File: src/rtl/inst_encoder_loader.sv
// Program loader: packs symbolic RV64 requests (R-type, LD, SD, BEQ) into 32-bit
// instruction words and writes them into imem at consecutive word addresses.
module inst_encoder_loader #(
   parameter int                ADDR_W    = 8,
   parameter int                DEPTH     = 256,
   parameter logic [ADDR_W+1:0] BASE_ADDR = '0
) (
   input  logic              clk,
   input  logic              rst_n,
   input  logic              clear,
   input  logic              in_valid,
   output logic              in_ready,
   input  logic [1:0]        in_kind,
   input  logic [4:0]        in_rd,
   input  logic [4:0]        in_rs1,
   input  logic [4:0]        in_rs2,
   input  logic [2:0]        in_funct3,
   input  logic [6:0]        in_funct7,
   input  logic [12:0]       in_imm,
   output logic              mem_we,
   output logic [ADDR_W+1:0] mem_addr,
   output logic [31:0]       mem_wdata,
   input  logic              mem_ack,
   output logic [ADDR_W:0]   count,
   output logic              full,
   output logic              err_align,
   output logic              err_range,
   output logic [1:0]        dbg_state
);

   typedef enum logic [1:0] {
      IDLE  = 2'd0,
      ENC   = 2'd1,
      WRITE = 2'd2,
      FULL  = 2'd3
   } state_t;

   localparam logic [1:0] KIND_R  = 2'b00;
   localparam logic [1:0] KIND_LD = 2'b01;
   localparam logic [1:0] KIND_SD = 2'b10;
   localparam logic [1:0] KIND_BEQ = 2'b11;

   localparam logic [6:0] OP_R    = 7'b0110011;
   localparam logic [6:0] OP_LD   = 7'b0000011;
   localparam logic [6:0] OP_SD   = 7'b0100011;
   localparam logic [6:0] OP_BEQ  = 7'b1100011;

   localparam logic [ADDR_W:0] depth_c = (ADDR_W+1)'(DEPTH);

   state_t            state;
   logic [ADDR_W-1:0] ptr;
   logic [ADDR_W:0]   count_inc;

   logic [1:0]  kind_q;
   logic [4:0]  rd_q;
   logic [4:0]  rs1_q;
   logic [4:0]  rs2_q;
   logic [2:0]  funct3_q;
   logic [6:0]  funct7_q;
   logic [12:0] imm_q;

   logic [31:0] enc_word;
   logic        enc_misalign;
   logic        enc_outrange;

   // Handshake: a request transfers on a rising edge where in_valid && in_ready;
   // the producer holds all in_* fields stable while in_valid is high and unaccepted.
   assign in_ready  = (state == IDLE) && !full;
   assign dbg_state = state;
   assign mem_addr  = BASE_ADDR + {ptr, 2'b00};
   assign count_inc = count + 1'b1;

   always_ff @(posedge clk) begin
      if (in_valid && in_ready) begin
         kind_q   <= in_kind;
         rd_q     <= in_rd;
         rs1_q    <= in_rs1;
         rs2_q    <= in_rs2;
         funct3_q <= in_funct3;
         funct7_q <= in_funct7;
         imm_q    <= in_imm;
      end
   end

   always_comb begin
      enc_word     = '0;
      enc_misalign = 1'b0;
      enc_outrange = 1'b0;
      case (kind_q)
         KIND_R: begin
            enc_word = {funct7_q, rs2_q, rs1_q, funct3_q, rd_q, OP_R};
         end
         KIND_LD: begin
            enc_word     = {imm_q[11:0], rs1_q, funct3_q, rd_q, OP_LD};
            enc_outrange = imm_q[12] != imm_q[11];
         end
         KIND_SD: begin
            enc_word     = {imm_q[11:5], rs2_q, rs1_q, funct3_q, imm_q[4:0], OP_SD};
            enc_outrange = imm_q[12] != imm_q[11];
         end
         KIND_BEQ: begin
            // imm[0] has no slot in the B format; a set bit is dropped and flagged.
            enc_word     = {imm_q[12], imm_q[10:5], rs2_q, rs1_q, funct3_q,
                            imm_q[4:1], imm_q[11], OP_BEQ};
            enc_misalign = imm_q[0];
         end
         default: begin
            enc_word = '0;
         end
      endcase
   end

   always_ff @(posedge clk) begin
      if (!rst_n || clear) begin
         state     <= IDLE;
         mem_we    <= 1'b0;
         mem_wdata <= '0;
         ptr       <= '0;
         count     <= '0;
         full      <= 1'b0;
         err_align <= 1'b0;
         err_range <= 1'b0;
      end else begin
         case (state)
            IDLE: begin
               if (in_valid && in_ready) begin
                  state <= ENC;
               end
            end
            ENC: begin
               mem_wdata <= enc_word;
               mem_we    <= 1'b1;
               err_align <= err_align | enc_misalign;
               err_range <= err_range | enc_outrange;
               state     <= WRITE;
            end
            WRITE: begin
               if (mem_ack) begin
                  mem_we <= 1'b0;
                  count  <= count_inc;
                  // The pointer stays on the last word once the memory is full.
                  if (count_inc == depth_c) begin
                     full  <= 1'b1;
                     state <= FULL;
                  end else begin
                     ptr   <= ptr + 1'b1;
                     state <= IDLE;
                  end
               end
            end
            FULL: begin
               state <= FULL;
            end
            default: begin
               state <= IDLE;
            end
         endcase
      end
   end

endmodule

File: config.mk
export PLATFORM = sky130hd
export DESIGN_NAME = inst_encoder_loader
export DESIGN_NICKNAME = d
export VERILOG_FILES = /design/src/rtl/inst_encoder_loader.sv
export SDC_FILE = /design/constraint.sdc
export NUM_CORES = 1
export LEC_CHECK = 0
export CORE_MARGIN = 1.5
export CORE_UTILIZATION = 45
export CTS_CLUSTER_SIZE = 16
export DETAILED_ROUTE_END_ITERATION = 8
export PLACE_DENSITY = 0.83
export SYNTH_ARGS = -nofsm -noshare
export SYNTH_HDL_FRONTEND = slang
export SYNTH_SLANG_ARGS = --single-unit
File: constraint.sdc
create_clock -name clk -period 2.84 [get_ports clk]
set_input_delay 0.284 -clock clk [delete_from_list [all_inputs] [get_ports clk]]
set_output_delay 0.284 -clock clk [all_outputs]
set_load 0.005 [all_outputs]
=== After elaboration in Yosys (flattened, before gate mapping) ===
Index checks and enable logic that the tools add are counted.

* Add/sub/neg operators: 2
* Eq/ne operators: 10
* Multiplexer cells: 9
* Bitwise logic cells: 3
* Reduce and logical (&&, ||, !) cells: 14

{| class="wikitable"
|+ Operator list
! operator !! count
|-
| $pmux 32 s4 || 1
|-
| $add 9x1->9 const B || 1
|-
| $eq 9x9->1 const B || 1
|-
| $add 8x1->8 const B || 1
|-
| $eq 2x2->1 const B || 4
|-
| $pmux 2 s4 || 1
|-
| $mux 2 || 3
|-
| $reduce_and 2->1 || 3
|-
| $reduce_and 3->1 || 2
|-
| $eq 2x1->1 const B || 2
|-
| $logic_not 2->1 || 2
|-
| $mux 1 || 3
|-
| $logic_and 1x1->1 || 2
|-
| $logic_not 1->1 || 2
|-
| $ne 2x1->1 const B || 1
|-
| $ne 2x2->1 const B || 1
|-
| $or 1x1->1 || 2
|-
| $pmux 1 s2 || 1
|-
| $reduce_bool 2->1 || 1
|-
| $reduce_or 2->1 || 1
|-
| $logic_or 1x1->1 || 1
|-
| $ne 1x1->1 || 1
|-
| $not 1->1 || 1
|}

* Bits in registers: 95
* Logic and storage cells: 53

=== Longest topological paths before layout ===
Gate-level depths: netlist of the first run.

* Word-level depth: 5
* Gate-level depth with buffers: 9
* Depth with buffers taken out: 8

=== Least setup slack after synthesis of the first run ===
No wires, ideal clock.

* Path type: reg2reg
* Start point: register count[1]
* End point: register ptr[0]
* Library setup time: 0.128 ns
* Arrival time: 2.127 ns
* Path slack: 0.586 ns
* Cell stages (with the launch flop): 10
* Period minus slack after synthesis: 2.254 ns
* Path through: dfxtp_1 ha_1 buf_6 and3_4 nand3_1 a2111oi_2 a21o_2 buf_4 xor2_1 nor2_1

* Word-level cells in the longest chain between the ends: 4

{| class="wikitable"
|+ RTL lines
! item !! line !! text
|-
| start, declared || 24 || <nowiki>output logic [ADDR_W:0] count,</nowiki>
|-
| start signal, assigned || 140 || <nowiki>count <= count_inc;</nowiki>
|-
| $add 9x1->9 || 71 || <nowiki>assign count_inc = count + 1'b1;</nowiki>
|-
| $eq 9x9->1 || 142 || <nowiki>if (count_inc == depth_c) begin</nowiki>
|-
| $not 1->1 (no line) || n/a ||
|-
| $reduce_and 3->1 (no line) || n/a ||
|-
| end signal, assigned || 146 || <nowiki>ptr <= ptr + 1'b1;</nowiki>
|-
| end, declared || 51 || <nowiki>logic [ADDR_W-1:0] ptr;</nowiki>
|}

No other way between the ends.
A chain may end at the register's enable or synchronous reset.

=== Worst setup path after layout of the first run ===
* Start point: register count[0]
* End point: register ptr[0]

The elaborated chain is that of the path after synthesis.

==> run summary, run 1 <==
drt drc -> 0
port bufs -> 98
Worst Setup Path Type -> reg2reg
top cell type's share of synthesized area -> 0.3226
# H-tree levels -> 3
Mapped Cells -> 344
Mapped Area -> 0.003724 mm^2
Max IR drop VDD -> 0.3525 mV
First DRT Iteration DRCs -> 94
Slew @ Worst Pin -> 0.7784 ns
via/cell ratio -> 5.204
dominant cell type by area after synthesis -> edfxtp_1
fraction of layout cells with a size suffix above 1 -> 0.07240
Fill cells -> 637
via count -> 2831
# rows -> 32
top_reg_cell synth -> dfxtp_1
status -> completed
die footprint -> 0.008829 mm^2
core area -> 0.007888 mm^2
Leak -> 1.655 nW
number of synthesized flops with an enable pin -> 40
gr ovfl total -> 0
post-route ant nets -> 0
Synth Register Bits -> 92
Critical Path RT -> 3.08 ns
hold buffer count at cts -> 0
unrepaired setup endpoints after global routing -> no
Layout Skew -> 0.01442 ns
Yosys warnings -> 0
DIE HEIGHT -> 93.97 um
max-slew violations -> 0
Final min period -> 2.550 ns
Area contributors post-synth -> edfxtp_1 32%, dfxtp_1 28%, nand2_1 4.8%
Max Cap Viol -> 0
DP Cell Count -> 528
placed cell area -> 0.004745 mm^2
drt pass-1 iters -> 4
ant diodes -> 0
clock slew at reported path FFs -> 0.09 ns
CTS Buffer Depth -> 2
Ports -> 103
synth unique cells -> 52
register area share after synthesis -> 0.6022
worst path arrival time -> 2.79 ns
Initial Util -> 0.4721
clk_lat worst skew -> 0.35 ns
Synth Area in XOR/XNOR -> 0.02352
Total GRT Usage -> 0.1856
Async S/R FF share, synth -> 0
placer congestion estimate -> 0.9630
post-route insts no fill -> 544
CP Max Fanout -> 13
Compound-Gate Fraction of Synth Area -> 0.1263
postcts setup bufs -> 0
total wire length -> 7672 um
crit path launch type -> flop
# setup viols final -> 0
largest net degree at the start of global routing -> 43
slew margin rel. -> 0.4770
Die Span X -> 93.97 um
Mapped Avg Cell Area -> 10.82 um^2
initial antenna violation count -> 0
Adder-Cell Fraction of Synth Area -> 0.02688
post-synthesis mux area share -> 0.002688
largest family of logic cells by synthesized area -> simple AND/OR/NAND/NOR gates
vias in the first global route -> 2691
Final period util -> 0.8979
P&R area growth vs syn -> 33.43%
post-synthesis simple-gate area fraction -> 0.1731
Post-Route Setup TNS -> 0 ns
first-pass GRT wire length -> 12560 um
Finished Cell Area -> 0.004969 mm^2
most frequent cells after synthesis -> 52 x dfxtp_1, 48 x nand2_1, 40 x edfxtp_1, 34 x nor2_1, 22 x a21oi_1
clk root buf -> clkbuf_8
fmax -> 392.2 MHz
Hold WC Path Type -> reg2reg
Hold Vio Cnt, Final -> 0
total CTS buffers -> 9
CTS sink cnt -> 92
CTS tree -> built
element type at the critical path end -> flop
PD cells -> 512.6 mW/mm^2
cts repair resizes -> 0
count leader, synth -> dfxtp_1
Final #Nets -> 490
DR WL/cell -> 14.10 um
Final HPWL DP -> 5515 um
==> stage by stage <==
step / utilization / hold slack [ns] / setup WS [ns] / total power, mW
2_1_floorplan: - / 0.3829 / 0.5858 / 1.538
3_3_place_gp: 0.6015 / 0.4454 / 0.4312 / 1.628
3_5_place_dp: 0.6015 / 0.4517 / 0.3234 / 1.633
4_1_cts: 0.6299 / 0.4572 / 0.2927 / 2.578
5_1_grt: 0.6299 / 0.4502 / 0.08296 / 2.648
6_report: 0.6299 / 0.4585 / 0.2901 / 2.547
==> power by group <==
part | switching (mW) | internal [mW]
clock | 0.428 | 0.519
combinational | 0.0731 | 0.0850
sequential | 0.0169 | 1.43
total | 0.518 | 2.03
==> layout make-up <==
type | instances | area (um^2) | share of cell area
clock buffer | 14 | 185.2 | 0.03727
tap | 102 | 127.6 | 0.02569
clock inverter | 2 | 38.79 | 0.007807
timing repair buffer | 103 | 1018 | 0.2050
sequential | 92 | 2242 | 0.4513
inverter | 6 | 22.52 | 0.004533
multi-input combinational | 225 | 1334 | 0.2684
==> metal layers <==
| layer | up-vias | wire [um] | part of all wire | track usage |
|---|---|---|---|---|
| met5 | - | 0 | 0 | 0 |
| met4 | 0 | 63 | 0.0082 | 0.05846 |
| met3 | 9 | 419 | 0.055 | 0.05259 |
| met2 | 83 | 3893 | 0.51 | 0.3194 |
| met1 | 1336 | 3296 | 0.43 | 0.2243 |
| li1 | 1403 | - | - | - |
==> kinds of logic after synthesis <==
logic type,after synthesis
flops,92
buf+inv,30
xor+xnor,10
compound gates,65
mux,1
simple gates,137
fa+ha+maj,8
other cells,1
==> flip-flops by register name, summed over array words and instances, names as in the netlist <==
signal	cells
rs2_q	5
full	1
imm_q	13
rd_q	5
count	9
mem_we	1
funct7_q	7
err_align	1
mem_wdata	29
dbg_state	2
ptr	8
kind_q	2
rs1_q	5
err_range	1
funct3_q	3
==> cells in the final DEF (no fill, tap or decap), drive strengths merged, types with 3 or more instances in the layout <==
cell / synthesis / layout
clkdlybuf4s50: 0 / 98
dfxtp: 52 / 52
nand2: 48 / 48
edfxtp: 40 / 40
nor2: 34 / 34
a21oi: 22 / 22
nor3: 16 / 16
clkbuf: 10 / 14
nand3: 11 / 11
a221oi: 9 / 9
xor2: 8 / 8
a31oi: 8 / 8
ha: 8 / 8
o21ai: 8 / 8
inv: 6 / 7
buf: 14 / 5
or3: 4 / 4
a211oi: 4 / 4
conb: 1 / 4
nand4: 3 / 3
and2: 3 / 3
nor2b: 3 / 3
and3: 3 / 3
==> critical path, cell delays in order (launching register included) <==
cell,delay (ns)
dfxtp_1,0.54
ha_1,0.42
and3_4,0.26
nand3_1,0.12
a2111oi_2,0.54
a21o_2,0.34
xor2_1,0.17
nor2_1,0.06
==> worst paths after layout <==
path	from	end	slack [ns]	cells past startpoint
min reg2reg	mem_wdata[19]	mem_wdata[19]	0.46	2
max reg2reg	count[0]	ptr[0]	0.29	7
max	count[0]	ptr[0]	0.29	7
min	mem_wdata[19]	mem_wdata[19]	0.46	2
Power figures use the tool's default switching activity.
==> run 2: changes to the inputs <==
CTS_CLUSTER_DIAMETER = 120   (was unset)
==> results of run 2 <==
Final layout, timing and power as in run 1 (identical DEF).
==> run 3: changes to the inputs <==
ABC_AREA = 1   (was unset)
CORE_UTILIZATION = 43   (was 45)
clock period = 2.2 ns   (was 2.84 ns; I/O delays follow)
==> run 3 against run 2 <==
First-iteration DRC count up 37%. Synthesized cell count up 13%. Register-to-register slack about the same. Clock-buffer cell count down 4. Synthesized area is 0.17% higher. Clock skew decreased by 0.0081 ns. Worst setup slack gained 0.011 ns. Die area up 4.7%. Flip-flop and latch count is the same. Sequential power grew 31%. Power is 24% higher. Largest cell class unchanged. Largest power group unchanged. Highest routed layer unchanged.
==> run summary, run 3 <==
Final min period -> 1.899 ns (-0.6512 ns)
Most flops, register -> mem_wdata
Final period util -> 0.8631 (-0.03479)
Yosys warnings -> 0 (unchanged)
Sw Ratio -> 0.2310 (+0.02772)
Critical Path RT -> 2.45 ns (-0.63 ns)
Synth Register Bits -> 92 (unchanged)
Worst Setup Path Type -> reg2reg
Slew @ Worst Pin -> 0.6448 ns (-0.1336 ns)
crit path launch type -> flop
die footprint -> 0.009242 mm^2 (+4.7%)
Internal Pwr Total -> 2.421 mW (+19%)
max-slew violations -> 0 (unchanged)
first-pass GRT wire length -> 13430 um (+6.9%)
Mapped Area -> 0.003730 mm^2 (+0.17%)
Max IR drop VDD -> 0.4317 mV (+22%)
total power -> 3.148 mW (+24%)
via count -> 3016 (+6.5%)
PD cells -> 630.0 mW/mm^2 (+23%)
port bufs -> 98 (unchanged)
hold_ws -> 0.4206 ns (-0.03790 ns)
DP Cell Count -> 581 (+10%)
via/cell ratio -> 5.052 (-2.9%)
total wire length -> 8384 um (+9.3%)
R2R depth -> 10 (+3)
post-route insts no fill -> 597 (+9.7%)
Leak -> 1.894 nW (+14%)
placed cell area -> 0.004813 mm^2 (+1.5%)
commonest non-fill, non-tap cell in the layout -> clkdlybuf4s50_1
Async S/R FF share, synth -> 0 (unchanged)
Hold Vio Cnt, Final -> 0 (unchanged)
vias in the first global route -> 2923 (+8.6%)
Fill cells -> 659 (+3.5%)
fmax -> 526.7 MHz (+34%)
DR WL/cell -> 14.04 um (-0.42%)
Max Cap Viol -> 0 (unchanged)
total CTS buffers -> 9 (unchanged)
Reg-to-Reg Start -> count[0]
Area contributors post-synth -> edfxtp_1 32%, dfxtp_1 28%, nand2_1 6.0%
P&R area growth vs syn -> 33.98%
Multi-input gate area -> 0.001260 mm^2 (-5.5%)
count leader, synth -> nand2_1
postcts setup bufs -> 0 (unchanged)
Ports -> 103 (unchanged)
R2R Setup Slk -> 0.30 ns (about the same)
Comb pwr share -> 0.082 (+0.020)
slew margin rel. -> 0.5696 (+0.09259)
gr ovfl total -> 0 (unchanged)
hold worst-path end -> funct7_q[1]
worst path arrival time -> 2.15 ns (-0.64 ns)
Initial Util -> 0.4494 (-0.02266)
register area share after synthesis -> 0.6011 (-0.001010)
status -> completed
number of synthesized flops with an enable pin -> 40 (unchanged)
First DRT Iteration DRCs -> 129 (+37%)
WHS Path Cells -> 1 (-1)
DIE HEIGHT -> 96.14 um (+2.3%)
register area -> 0.002242 mm^2 (unchanged)
largest net degree at the start of global routing -> 42 (-2.3%)
# setup viols final -> 0 (unchanged)
clock share of power -> 0.322 (-0.050)
Total GRT Usage -> 0.1930 (+0.007442)
commonest cells after routing, fill and taps aside -> 98 x clkdlybuf4s50_1, 60 x nand2_1, 52 x dfxtp_1
clock slew at reported path FFs -> 0.09 ns (about the same)
Final HPWL DP -> 5999 um (+8.8%)
drt drc -> 0 (unchanged)
CTS tree -> built
drt pass-1 iters -> 4 (unchanged)
Post-Route Setup TNS -> 0 ns (unchanged)
max reg flops -> 29 (unchanged)
# H-tree levels -> 3 (unchanged)
part of the power in registers -> 0.596 (+0.030)
# rows -> 33 (+3.1%)
Mapped Cells -> 389 (+13%)
Layout Skew -> 0.006370 ns (-0.008054 ns)
clk_lat worst skew -> 0.35 ns (about the same)
CTS Buffer Depth -> 2 (unchanged)
Final #Nets -> 540 (+10%)
Mapped Avg Cell Area -> 9.588 um^2 (-11%)
top cell type's share of synthesized area -> 0.3220 (-0.0005411)
Hold WC Path Type -> in2reg
initial antenna violation count -> 0 (unchanged)
element type at the critical path end -> flop
most frequent cells after synthesis -> 60 x nand2_1, 52 x dfxtp_1, 40 x edfxtp_1, 39 x inv_1, 39 x nor2_1
CP Max Fanout -> 11 (-2)
Die Span X -> 96.14 um (+2.3%)
dominant cell type by area after synthesis -> edfxtp_1
r2r endpoint -> ptr[1]
Net Sw Power -> 0.7274 mW (+40%)
placer congestion estimate -> 0.8473 (-12%)
ant diodes -> 0 (unchanged)
core area -> 0.008299 mm^2 (+5.2%)
fraction of layout cells with a size suffix above 1 -> 0.07520 (+0.002805)
synth unique cells -> 31 (-40%)
Finished Cell Area -> 0.004997 mm^2 (+0.58%)
top_reg_cell synth -> dfxtp_1
clk root buf -> clkbuf_8
biggest regs -> mem_wdata (29), imm_q (13), count (9)
post-route ant nets -> 0 (unchanged)
unrepaired setup endpoints after global routing -> no
hold_sp -> in_funct7[1]
CTS sink cnt -> 92 (unchanged)
## run 3: cell count changes after synthesis, moves of 5 or more
| cell | change |
|---|---|
| a221oi_1 | -9 |
| a31oi_1 | +5 |
| inv_1 | +33 |
| nand2_1 | +12 |
| nand3_1 | +25 |
| nor2_1 | +5 |
| nor3_1 | -15 |
| o21ai_0 | +21 |
## run 3: layout make-up
cell class,count,share of cell area
clock buffer,10,0.02754
sequential,92,0.4487
inverter,40,0.03005
multi-input combinational,240,0.2521
timing repair buffer,104,0.2078
tap,105,0.02629
clock inverter,6,0.007511
## run 3: kinds of logic (layout without fill, tap and decap cells)
family	after synthesis	count (layout)	share of synthesized area
DFF	92	92	0.6011
and+or+nand+nor	148	148	0.1718
adders and majority gates	8	8	0.02684
other	1	4	0.001005
xor gates and xnor gates	8	8	0.01878
buffers and inverters	60	160	0.06810
AOI/OAI and AO/OA	72	72	0.1124
## run 3: worst max-delay path, cell delays in order, from the launching register on
cell and delay, ns:
dfxtp_1 0.44, ha_1 0.24, nand2_2 0.10, nor2_2 0.16, nand4_1 0.13, nand2_1 0.14, nand4_4 0.20, nand2_2 0.19
inv_1 0.07, nor2_1 0.08, nor2_1 0.05
## run 3: power by group through the flow
stage               registers [mW]  clock network, mW  logic, mW
global placement              1.91                  0      0.252
global route                  1.88               1.13      0.283
floorplan                     1.91                  0      0.111
CTS                           1.88               1.05      0.260
finish                        1.88               1.01      0.258
detailed placement            1.92                  0      0.258
## run 3: worst max path at each step
stage	startpoint	end	slack [ns]	depth (start not counted)
2_1_floorplan	dbg_state[0]	funct3_q[0]	0.31	2
3_3_place_gp	count[0]	ptr[1]	0.35	10
3_5_place_dp	count[1]	ptr[1]	0.22	10
4_1_cts	count[0]	ptr[1]	0.20	10
5_1_grt	count[0]	ptr[1]	0.06	10
6_report	count[0]	ptr[1]	0.30	10
## run 3: repair_timing
item / in CTS / in global routing
setup endpoints to repair: 0 / 1
hold buffers: 0 / 0
resized for setup: 0 / 1
## run 3: stage by stage
stage / util / setup slack (ns)
global route: 0.6021 / 0.06242
CTS: 0.6011 / 0.2027
global placement: 0.5800 / 0.3484
floorplan: - / 0.3129
finish: 0.6021 / 0.3012
detailed placement: 0.5800 / 0.2217
## run 3: per-layer routing
metal | wire length (um) | track usage | up-vias
met5 | 0 | 0 | -
met4 | 95 | 0.06495 | 0
met3 | 564 | 0.05608 | 12
li1 | - | - | 1500
met2 | 4135 | 0.3310 | 116
met1 | 3588 | 0.2307 | 1388
